<file path="src/rtl/down_timer_pkg.sv">
// Shared types for the loadable down-counting timer.
package down_timer_pkg;
    typedef enum logic {TMR_IDLE, TMR_RUN} tmr_state_e;
endpackage

</file>
<file path="src/rtl/down_timer_sat_counter.sv">
// Saturating up-counter with synchronous clear; clear wins over increment.
module sat_counter #(
    parameter int WIDTH = 8
) (
    input  logic             clk,
    input  logic             rst,
    input  logic             clr,
    input  logic             inc,
    output logic [WIDTH-1:0] q
);
    logic [WIDTH-1:0] r_q;

    always_ff @(posedge clk or posedge rst) begin
        if (rst) begin
            r_q <= '0;
        end else if (clr) begin
            r_q <= '0;
        end else if (inc && (r_q != {WIDTH{1'b1}})) begin
            r_q <= r_q + {{(WIDTH-1){1'b0}}, 1'b1};
        end
    end

    assign q = r_q;
endmodule

</file>
<file path="src/rtl/down_timer.sv">
// Loadable down timer: N+1 enabled cycles per period, one-shot or auto-reload,
// with a registered terminal-count pulse and a saturating expiry counter.
module down_timer
    import down_timer_pkg::*;
#(
    parameter int CNT_WIDTH = 4,
    parameter int EVT_WIDTH = 8
) (
    input  logic                 cnt_clk,
    input  logic                 cnt_rst,
    input  logic                 ld_valid,
    output logic                 ld_ready,
    input  logic [CNT_WIDTH-1:0] ld_value,
    input  logic                 ld_auto,
    input  logic                 cnt_en,
    input  logic                 abort,
    output logic [CNT_WIDTH-1:0] cnt_o,
    output logic                 busy,
    output logic                 tc_o,
    output logic [EVT_WIDTH-1:0] evt_cnt_o
);
    localparam logic [CNT_WIDTH-1:0] CNT_ONE = {{(CNT_WIDTH-1){1'b0}}, 1'b1};

    tmr_state_e           r_state;
    logic [CNT_WIDTH-1:0] r_cnt;
    logic [CNT_WIDTH-1:0] r_reload;
    logic                 r_auto;
    logic                 r_tc;
    logic                 w_load;
    logic                 w_expire;

    assign ld_ready = (r_state == TMR_IDLE);
    assign busy     = (r_state == TMR_RUN);
    assign w_load   = ld_valid && ld_ready;
    // Zero is the expiry point, so the decrement path never sees zero.
    assign w_expire = busy && !abort && cnt_en && (r_cnt == '0);

    always_ff @(posedge cnt_clk or posedge cnt_rst) begin
        if (cnt_rst) begin
            r_state  <= TMR_IDLE;
            r_cnt    <= '0;
            r_reload <= '0;
            r_auto   <= 1'b0;
            r_tc     <= 1'b0;
        end else begin
            r_tc <= 1'b0;
            case (r_state)
                TMR_IDLE: begin
                    if (ld_valid) begin
                        r_cnt    <= ld_value;
                        r_reload <= ld_value;
                        r_auto   <= ld_auto;
                        r_state  <= TMR_RUN;
                    end
                end
                TMR_RUN: begin
                    if (abort) begin
                        r_state <= TMR_IDLE;
                    end else if (cnt_en) begin
                        if (r_cnt == '0) begin
                            r_tc <= 1'b1;
                            if (r_auto) begin
                                r_cnt <= r_reload;
                            end else begin
                                r_state <= TMR_IDLE;
                            end
                        end else begin
                            r_cnt <= r_cnt - CNT_ONE;
                        end
                    end
                end
                default: r_state <= TMR_IDLE;
            endcase
        end
    end

    sat_counter #(.WIDTH(EVT_WIDTH)) u_evt (
        .clk (cnt_clk),
        .rst (cnt_rst),
        .clr (w_load),
        .inc (w_expire),
        .q   (evt_cnt_o)
    );

    assign cnt_o = r_cnt;
    assign tc_o  = r_tc;
endmodule

</file>
<file path="config.mk">
export PLATFORM = sky130hd
export DESIGN_NAME = down_timer
export DESIGN_NICKNAME = d
export VERILOG_FILES = /design/src/rtl/down_timer_pkg.sv /design/src/rtl/down_timer_sat_counter.sv /design/src/rtl/down_timer.sv
export SDC_FILE = /design/constraint.sdc
export NUM_CORES = 1
export LEC_CHECK = 0
export BUFFER_PORTS_ARGS = -buffer_cell sky130_fd_sc_hd__buf_2
export CORE_MARGIN = 5
export CORE_UTILIZATION = 41
export CTS_BUF_LIST = sky130_fd_sc_hd__clkbuf_4 sky130_fd_sc_hd__clkbuf_8
export CTS_CLUSTER_DIAMETER = 80
export DETAILED_ROUTE_END_ITERATION = 6
export PLACE_DENSITY_LB_ADDON = 0.2
export SYNTH_ARGS = -nofsm -noshare
export SYNTH_HDL_FRONTEND = slang
export SYNTH_SLANG_ARGS = --single-unit
</file>
<file path="constraint.sdc">
create_clock -name cnt_clk -period 1.9 [get_ports cnt_clk]
set_clock_uncertainty 0.1 [all_clocks]
set_input_delay 0 -clock cnt_clk [delete_from_list [all_inputs] [get_ports cnt_clk]]
set_output_delay 0 -clock cnt_clk [all_outputs]
set_load 0.05 [all_outputs]
</file>
==> impl_metrics.py, run 1 <==
metrics = {
    "global_routing": {
        "grt_use_total_pct": 16.34,
        "grt_pass1_wl_microns": 4429,
        "grt_use_met2_pct": 27.62,
        "antenna_found_initial": 0,
        "grt_max_degree": 20,
        "busiest_layer": "met2",
        "grt_pass1_vias": 1038,
        "overflow": 0,
        "use_met1_pct": 19.26,
        "grt_util_met3_pct": 3.240,
    },
    "clocking": {
        "cts_buffer_depth": 2,
        "clkSinkCount": 19,
        "clock_latency_ns": 0.29,
        "htreeDepth": 1,
        "cts-root-buf": "clkbuf_4",
        "cts_buffers": 3,
        "cts_tree": "built",
        "path_clk_slew_ns": 0.10,
    },
    "drt": {
        "wirelength_microns": 2574,
        "dr_total_vias": 1020,
        "ant_nets": 0,
        "drt_first_pass_iters": 4,
        "drcViolationCount": 0,
        "initialDrtViolationCount": 12,
        "via_per_inst": 5.543,
        "wl_per_cell_microns": 13.99,
    },
    "power_and_ir_drop": {
        "p_clk_share_pct": 15.7,
        "p_leak_nw": 0.6783,
        "ir_drop_uv": 666.4,
        "intPower_w": 0.0008069,
        "seqPwrFrac_pct": 39.8,
        "switching_share_pct": 42.16,
        "switchingPower_w": 0.0005881,
        "pwr-share-comb_pct": 44.5,
        "powerDensity_nw_per_um2": 985.8,
    },
    "logic_synthesis": {
        "synth_cells": 108,
        "synth.most_common_cell": "nand2_1",
        "ys_warn_count": 0,
        "seq_area_frac_synth_pct": 47.03,
        "synthArstFlopShare_pct": 100.0,
        "ys_types": 37,
        "synthTopCellsByArea": "dfrtp_1 (47%), nand2_1 (8.5%), a21oi_1 (3.0%), nor2_1 (2.6%), ha_1 (2.5%)",
        "synth_edf_count": 0,
        "avgSynthCellArea_sq_um": 9.361,
        "syn-cell-area_sq_um": 1011,
        "synth_top_area_share_pct": 47.03,
        "ys_top_cells_by_count": "nand2_1 (23), dfrtp_1 (19), nor2_1 (7), a21oi_1 (6), inv_1 (5)",
        "synth-main-ff-cell": "dfrtp_1",
        "synth_top_area_cell": "dfrtp_1",
        "synth_fp_nets": 120,
        "yosys_register_bits": 19,
    },
    "sta": {
        "max_slew_margin_pct": 50.95,
        "hold_slack_ns": 0.05568,
        "hold_viol": 0,
        "period_share_pct": 98.35,
        "setup_tns_ns": 0,
        "fmaxAchievable_mhz": 535.1,
        "maxSlewViolCount": 0,
        "tightest_slew_ns": 0.7349,
        "rsz0062_at_grt": "yes",
        "period_minus_slack_ns": 1.869,
        "setup_ws_ns": 0.03131,
        "setup_viol_count_final": 0,
    },
    "placed_design": {
        "placed_area_sq_um": 1230,
        "post-place-ws_ns": 0.04872,
        "placedCellCount": 167,
        "port_buffers": 24,
        "dp_hpwl_microns": 1864,
        "gp_congestion": 0.7685,
    },
    "final_layout": {
        "fillers": 230,
        "regArea_sq_um": 479.2,
        "design_area_sq_um": 1415,
        "diodes": 0,
        "syn_to_final_growth_pct": 39.98,
        "drive_gt1_share_pct": 38.96,
        "nNetsFinal": 167,
        "multi_input_area_sq_um": 551.8,
        "stdcell_count": 184,
    },
    "hold_path": {
        "hold_path_startpoint": "ld_valid",
        "whs_path_depth": 4,
        "hold_class": "input port to flip-flop",
    },
    "setup_path": {
        "cp-end-kind": "flip-flop",
        "ff2ff_path_depth": 6,
        "worst_ep_arrival_time_ns": 2.00,
        "critPathKind": "flip-flop to flip-flop",
        "cp-start-kind": "flip-flop",
        "critPathRequiredTime_ns": 2.03,
        "cp_max_fo": 8,
        "worstReg2RegStart": "cnt_o[0]$_DFFE_PP0P_",
        "startpoint": "cnt_o[0]$_DFFE_PP0P_",
    },
    "job": {
        "maxCapViolations": 0,
    },
    "outcome": {
        "status": "complete, no violations",
    },
    "die": {
        "pin_count": 25,
        "die_area_sq_um": 3559,
        "num_rows": 18,
        "dieWidth_microns": 59.66,
        "initial_core_util_pct": 41.95,
        "die_h_microns": 59.66,
        "coreArea_sq_um": 2410,
    },
}
[cell families (layout without fill, tap and decap cells)]
kind of cell | count (synthesis) | count (layout) | synth area share, %
adder cells (fa/ha/maj) | 2 | 2 | 2.475
AO/OA/AOI/OAI | 24 | 24 | 17.08
AND/OR/NAND/NOR | 52 | 52 | 27.23
buffers and inverters | 8 | 54 | 3.342
XOR/XNOR | 1 | 1 | 0.8665
flip-flops | 19 | 19 | 47.03
multiplexers | 2 | 2 | 1.980
[layout make-up]
class | instances | share of cell area (%)
flip-flops and latches | 19 | 33.86
repair buffers | 45 | 21.04
multi-input cells | 81 | 38.99
inverters | 5 | 1.326
well taps | 30 | 2.653
clock buffers | 4 | 2.122
[power groups by stage]
stage,registers [W],clock network (W),logic [W]
after floorplan,0.000699,0,0.000269
after global placement,0.000557,0,0.000570
after CTS,0.000551,0.000224,0.000595
after global routing,0.000568,0.000238,0.000680
final,0.000555,0.000219,0.000621
after detailed placement,0.000560,0,0.000580
[layout by cell type (no fill, tap or decap), types with 2 or more instances in the layout]
master	instances
a211o_1	2
a21oi_1	2
a21oi_2	4
a31oi_1	3
buf_2	24
buf_4	13
clkbuf_4	4
dfrtp_1	16
dfrtp_2	3
dlygate4sd3_1	8
inv_1	3
inv_2	2
mux2i_1	2
nand2_1	23
nand3_1	3
nor2_1	7
o211ai_1	2
o21ai_0	2
o31ai_1	3
or4_4	2
[sequential cells by signal (all words and copies together), names as in the netlist]
signal / cells
busy: 1
cnt_o: 4
r_reload: 4
u_evt.q: 8
r_auto: 1
tc_o: 1
[per-stage QoR]
step	util, %	total power [W]
after floorplan	-	0.0009679
after global placement	51.04	0.001127
after detailed placement	51.04	0.001139
after CTS	55.61	0.001370
after global routing	58.72	0.001487
final	58.72	0.001395
[routing by layer]
metal / wire, microns / share of wire (%)
met1: 1071 / 42
met2: 1320 / 51
met3: 120 / 4.7
met4: 61 / 2.4
met5: 0 / 0
[worst paths after layout]
kind,end,slack [ns]
min,busy$_DFF_PP0_,0.06
min reg2reg,r_reload[3]$_DFFE_PP0P_,0.39
max in group asynchronous,cnt_o[0]$_DFFE_PP0P_,0.93
min in group asynchronous,u_evt.q[6]$_DFFE_PP0P_,0.26
max,u_evt.q[7]$_DFFE_PP0P_,0.03
max reg2reg,u_evt.q[7]$_DFFE_PP0P_,0.03
[what timing repair did]
item,CTS,global route
buffers inserted,0,5
hold endpoints to repair,30,0
resized for setup,0,10
hold buffers,8,0
setup endpoints to repair,0,10
[worst max-delay path: stages, from the launching register on]
cell and delay, ns:
dfrtp_2 0.42, inv_2 0.07, ha_4 0.16, nor3b_4 0.27
o211ai_4 0.16, or4_4 0.50, a21oi_2 0.13
Power figures use the tool's default switching activity.
==> run 2: changes to the inputs <==
--- a/config.mk
+++ b/config.mk
@@ -6,11 +6,11 @@
 export NUM_CORES = 1
 export LEC_CHECK = 0
 export BUFFER_PORTS_ARGS = -buffer_cell sky130_fd_sc_hd__buf_2
-export CORE_MARGIN = 5
 export CORE_UTILIZATION = 41
 export CTS_BUF_LIST = sky130_fd_sc_hd__clkbuf_4 sky130_fd_sc_hd__clkbuf_8
 export CTS_CLUSTER_DIAMETER = 80
 export DETAILED_ROUTE_END_ITERATION = 6
+export GPL_TIMING_DRIVEN = 0
 export PLACE_DENSITY_LB_ADDON = 0.2
 export SYNTH_ARGS = -nofsm -noshare
 export SYNTH_HDL_FRONTEND = slang
==> run 2 against run 1 <==
Effect of this change: the run now ends with setup timing left; die area down 25%; sequential share of layout area up 0.64 points; fmax down 1.8%; setup slack worse by 0.035 ns; clock power up 2%; critical path depth unchanged; global-route usage up 4.4 points; combinational power down 1%; count of clock-buffer cells in the layout unchanged; total power down 1.2%; largest power group unchanged; highest routed layer unchanged.
==> impl_metrics.py, run 2 (same netlist as run 1, synthesis figures left out) <==
metrics = {
    "global_routing": {
        "grt_max_degree": 20,
        "grt_pass1_vias": 892,
        "antenna_found_initial": 0,
        "grt_pass1_wl_microns": 3988,
        "grt_use_total_pct": 20.75,
        "overflow": 0,
    },
    "setup_path": {
        "worst_ep_arrival_time_ns": 2.03,
        "cp-start-kind": "flip-flop",
        "cp-end-kind": "flip-flop",
        "critPathRequiredTime_ns": 2.02,
        "cp_max_fo": 6,
        "critPathKind": "flip-flop to flip-flop",
    },
    "die": {
        "num_rows": 17,
        "dieWidth_microns": 51.66,
        "die_h_microns": 51.66,
        "initial_core_util_pct": 44.42,
        "pin_count": 25,
        "die_area_sq_um": 2668,
        "coreArea_sq_um": 2276,
    },
    "sta": {
        "hold_viol": 0,
        "setup_ws_ns": -0.003740,
        "fmaxAchievable_mhz": 525.3,
        "max_slew_margin_pct": 49.11,
        "setup_viol_count_final": 1,
        "period_share_pct": 100.2,
        "maxSlewViolCount": 0,
        "tightest_slew_ns": 0.7625,
        "hold_slack_ns": 0.006829,
        "period_minus_slack_ns": 1.904,
        "rsz0062_at_grt": "yes",
    },
    "clocking": {
        "path_clk_slew_ns": 0.12,
        "clock_latency_ns": 0.30,
        "clkSinkCount": 19,
        "cts_buffer_depth": 2,
        "cts_buffers": 3,
        "htreeDepth": 1,
        "cts-root-buf": "clkbuf_4",
        "cts_tree": "built",
    },
    "final_layout": {
        "final_common_cell": "buf_2",
        "diodes": 0,
        "nNetsFinal": 166,
        "fillers": 199,
        "largest_reg_flops": 8,
        "drive_gt1_share_pct": 34.64,
        "syn_to_final_growth_pct": 37.38,
        "final_cell_mix": "buf_2 (24), nand2_1 (23), dfrtp_1 (16)",
    },
    "placed_design": {
        "port_buffers": 24,
        "gp_congestion": 0.7925,
        "post-place-ws_ns": -0.09245,
        "dp_hpwl_microns": 1593,
    },
    "drt": {
        "wl_per_cell_microns": 13.60,
        "ant_nets": 0,
        "wirelength_microns": 2461,
        "drt_first_pass_iters": 4,
        "via_per_inst": 5.442,
        "dr_total_vias": 985,
        "initialDrtViolationCount": 13,
        "drcViolationCount": 0,
    },
    "outcome": {
        "violations": "setup timing",
        "status": "finished, violations left",
    },
    "power_and_ir_drop": {
        "p_leak_nw": 0.6600,
        "powerDensity_nw_per_um2": 992.0,
        "ir_drop_uv": 737.0,
    },
    "job": {
        "maxCapViolations": 0,
    },
    "hold_path": {
        "hold_class": "input port to flip-flop",
    },
}
[run 2: cell count changes in the layout (fill, tap and decap cells not counted)]
cell | previous run | this run
buf_4 | 13 | 9
a21oi_1 | 2 | 4
a21oi_2 | 4 | 2
clkbuf_1 | 0 | 2
dlygate4sd3_1 | 8 | 9
o21ai_0 | 2 | 1
o21ai_1 | 0 | 1
or4_1 | 1 | 2
or4_4 | 2 | 1
[run 2: per-layer routing]
layer	share of wire [%]	vias to the layer above	GRT usage, %
met5	0	-	0
met4	0.57	0	9.009
met3	2.4	2	3.216
met2	49	15	33.55
met1	48	481	27.37
li1	-	487	-
[run 2: final cells by class]
class                      instances  area (sq um)  share of cell area [%]
multi-input combinational         81         540.5                   38.92
clock buffer                       4         30.03                   2.162
sequential                        19         479.2                   34.50
tap                               28         35.03                   2.523
inverter                           5         18.77                   1.351
buffer                             3         15.01                   1.081
timing repair buffer              41         270.3                   19.46
[run 2: worst paths after layout]
check,start,to,slack (ns),cells after the start
worst max-delay path,cnt_o[0]$_DFFE_PP0P_,u_evt.q[7]$_DFFE_PP0P_,-0.004,6
worst min-delay path,ld_valid,r_reload[1]$_DFFE_PP0P_,0.007,4
worst max register to register,cnt_o[0]$_DFFE_PP0P_,u_evt.q[7]$_DFFE_PP0P_,-0.004,6
worst min register to register,r_reload[0]$_DFFE_PP0P_,r_reload[0]$_DFFE_PP0P_,0.38,2
max in group asynchronous,cnt_rst,cnt_o[2]$_DFFE_PP0P_,0.91,3
min in group asynchronous,cnt_rst,r_reload[1]$_DFFE_PP0P_,0.27,3
[run 2: what timing repair did]
action | 4_1_cts | 5_1_grt
pin swaps | 1 | 2
resized for setup | 1 | 7
hold endpoints to repair | 30 | 0
endpoints found under the setup margin | 6 | 10
buffers inserted | 6 | 2
hold buffers | 9 | 0
[run 2: power by group]
part	leakage, nW	switching [W]	internal [W]	total, W
registers	0.242	0.0000655	0.000474	0.000540
clock network	0.0184	0.000127	0.0000960	0.000223
logic	0.400	0.000391	0.000224	0.000615
[run 2: critical path, stage by stage, from the launching register on]
cell	delay, ns
dfrtp_2	0.42
inv_2	0.07
ha_4	0.16
nor3b_4	0.29
o211ai_4	0.14
or4_1	0.51
a21oi_2	0.13
[run 2: through the flow]
stage	std cells	util, %	cell area (sq um)	total power [W]	TNS (ns)
after floorplan	108	-	1027	0.0009679	-0.1010
after global placement	160	51.95	1182	0.001084	-0.04926
after detailed placement	160	51.95	1182	0.001097	-0.1929
after CTS	179	59.43	1353	0.001365	0
after global routing	181	61.02	1389	0.001461	-0.1567
final	181	61.02	1389	0.001378	-0.003740
==> run 3: changes to the inputs <==
--- a/config.mk
+++ b/config.mk
@@ -11,6 +11,7 @@
 export CTS_CLUSTER_DIAMETER = 80
 export DETAILED_ROUTE_END_ITERATION = 6
 export GPL_TIMING_DRIVEN = 0
+export HOLD_SLACK_MARGIN = 0.03
 export PLACE_DENSITY_LB_ADDON = 0.2
 export SYNTH_ARGS = -nofsm -noshare
 export SYNTH_HDL_FRONTEND = slang
==> run 3 against run 2 <==
Effect of this change: the run now ends clean; first-iteration DRC count is the same; die area is the same; total power is essentially flat; highest routed layer unchanged.
==> impl_metrics.py, run 3 (same netlist as run 1, synthesis figures left out) <==
metrics = {
    "outcome": {
        "status": "complete, no violations",
    },
    "clocking": {
        "htreeDepth": 1,
        "cts_tree": "built",
        "cts_buffers": 3,
        "cts-root-buf": "clkbuf_4",
        "path_clk_slew_ns": 0.11,
        "clock_latency_ns": 0.30,
        "clkSinkCount": 19,
        "cts_buffer_depth": 2,
    },
    "sta": {
        "max_slew_margin_pct": 49.03,
        "setup_ws_ns": 0.002642,
        "tightest_slew_ns": 0.7637,
        "hold_viol": 0,
        "period_share_pct": 99.86,
        "setup_tns_ns": 0,
        "setup_viol_count_final": 0,
        "maxSlewViolCount": 0,
        "rsz0062_at_grt": "yes",
        "fmaxAchievable_mhz": 527.0,
        "period_minus_slack_ns": 1.897,
    },
    "drt": {
        "dr_total_vias": 986,
        "wl_per_cell_microns": 13.54,
        "wirelength_microns": 2465,
        "met2_length_microns": 1203,
        "drt_first_pass_iters": 4,
        "drcViolationCount": 0,
        "initialDrtViolationCount": 13,
        "ant_nets": 0,
        "highest_layer": "met4",
        "wl_met1_microns": 1186,
        "via_per_inst": 5.418,
        "wl_met3_microns": 60,
    },
    "die": {
        "initial_core_util_pct": 44.42,
        "die_area_sq_um": 2668,
        "die_h_microns": 51.66,
        "num_rows": 17,
        "coreArea_sq_um": 2276,
        "pin_count": 25,
        "dieWidth_microns": 51.66,
    },
    "global_routing": {
        "grt_pass1_wl_microns": 4015,
        "grt_max_degree": 20,
        "overflow": 0,
        "grt_pass1_vias": 898,
        "grt_use_total_pct": 20.87,
        "antenna_found_initial": 0,
    },
    "placed_design": {
        "post-place-ws_ns": -0.09245,
        "placedCellCount": 160,
        "port_buffers": 24,
        "dp_hpwl_microns": 1593,
        "gp_congestion": 0.7925,
        "placed_area_sq_um": 1182,
    },
    "final_layout": {
        "stdcell_count": 182,
        "nNetsFinal": 167,
        "final_cell_mix": "buf_2 (24), nand2_1 (23), dfrtp_1 (16)",
        "design_area_sq_um": 1399,
        "syn_to_final_growth_pct": 38.37,
        "drive_gt1_share_pct": 34.42,
        "multi_input_area_sq_um": 540.5,
        "fillers": 198,
        "largest_reg_flops": 8,
        "diodes": 0,
        "regArea_sq_um": 479.2,
        "final_common_cell": "buf_2",
    },
    "setup_path": {
        "critPathKind": "flip-flop to flip-flop",
        "cpMaxStageDelayCell": "or4_1",
        "path_cells": "inv_2, ha_4, nor3b_4, o211ai_4, or4_1, a21oi_2",
        "cp_max_fo": 6,
        "cp-start-kind": "flip-flop",
        "startpoint": "cnt_o[0]$_DFFE_PP0P_",
        "critPathRequiredTime_ns": 2.02,
        "cp-end-kind": "flip-flop",
        "worst_ep_arrival_time_ns": 2.02,
        "cp_top_family": "simple AND/OR/NAND/NOR gates",
        "slowest_delay_ns": 0.51,
        "worstReg2RegStart": "cnt_o[0]$_DFFE_PP0P_",
        "cp_num_buf_inv": 1,
    },
    "power_and_ir_drop": {
        "fin_total_pwr_w": 0.001377,
        "ir_drop_uv": 735.8,
        "p_leak_nw": 0.6622,
        "powerDensity_nw_per_um2": 984.5,
    },
    "hold_path": {
        "hold_class": "input port to flip-flop",
        "hold_path_startpoint": "ld_valid",
    },
    "job": {
        "maxCapViolations": 0,
    },
}
run 3: layout make-up:
cell class	instances	share of cell area (%)
sequential	19	34.26
buffer	3	1.073
inverter	5	1.342
clock buffer	4	2.147
timing repair buffer	42	20.04
tap	28	2.504
multi-input combinational	81	38.64
run 3: layer usage:
metal,vias up,GRT usage [%]
li1,489,-
met1,480,27.75
met5,-,0
met3,2,3.216
met4,0,9.009
met2,15,33.55
run 3: what timing repair did:
action | 4_1_cts | 5_1_grt
hold buffers | 10 | 0
pin swaps | 1 | 2
setup endpoints to repair | 6 | 10
endpoints found under the hold margin | 30 | 0
resized for setup | 1 | 7
setup buffers | 6 | 2
run 3: worst paths after layout:
check,cells after the start,slack (ns),end
worst max register to register,6,0.003,u_evt.q[7]$_DFFE_PP0P_
worst min register to register,2,0.38,r_reload[0]$_DFFE_PP0P_
min in group asynchronous,3,0.27,r_reload[1]$_DFFE_PP0P_
worst max-delay path,6,0.003,u_evt.q[7]$_DFFE_PP0P_
worst min-delay path,4,0.05,r_reload[2]$_DFFE_PP0P_
max in group asynchronous,3,0.91,cnt_o[2]$_DFFE_PP0P_
run 3: power by group:
part | internal (W) | total [W] | switching, W
registers | 0.000474 | 0.000540 | 0.0000654
clock network | 0.0000960 | 0.000221 | 0.000125
logic | 0.000226 | 0.000616 | 0.000390
run 3: through the flow:
step           utilization, %  hold WS [ns]
2_1_floorplan               -       -0.1491
3_3_place_gp            51.95       0.06645
3_5_place_dp            51.95       0.07027
4_1_cts                 59.87       0.04211
5_1_grt                 61.46       0.08227
6_report                61.46       0.05070
run 3: worst register-to-register path, stage by stage, from the launching register on:
cell      delay (ns)
dfrtp_2         0.42
inv_2           0.07
ha_4            0.16
nor3b_4         0.29
o211ai_4        0.14
or4_1           0.51
a21oi_2         0.13
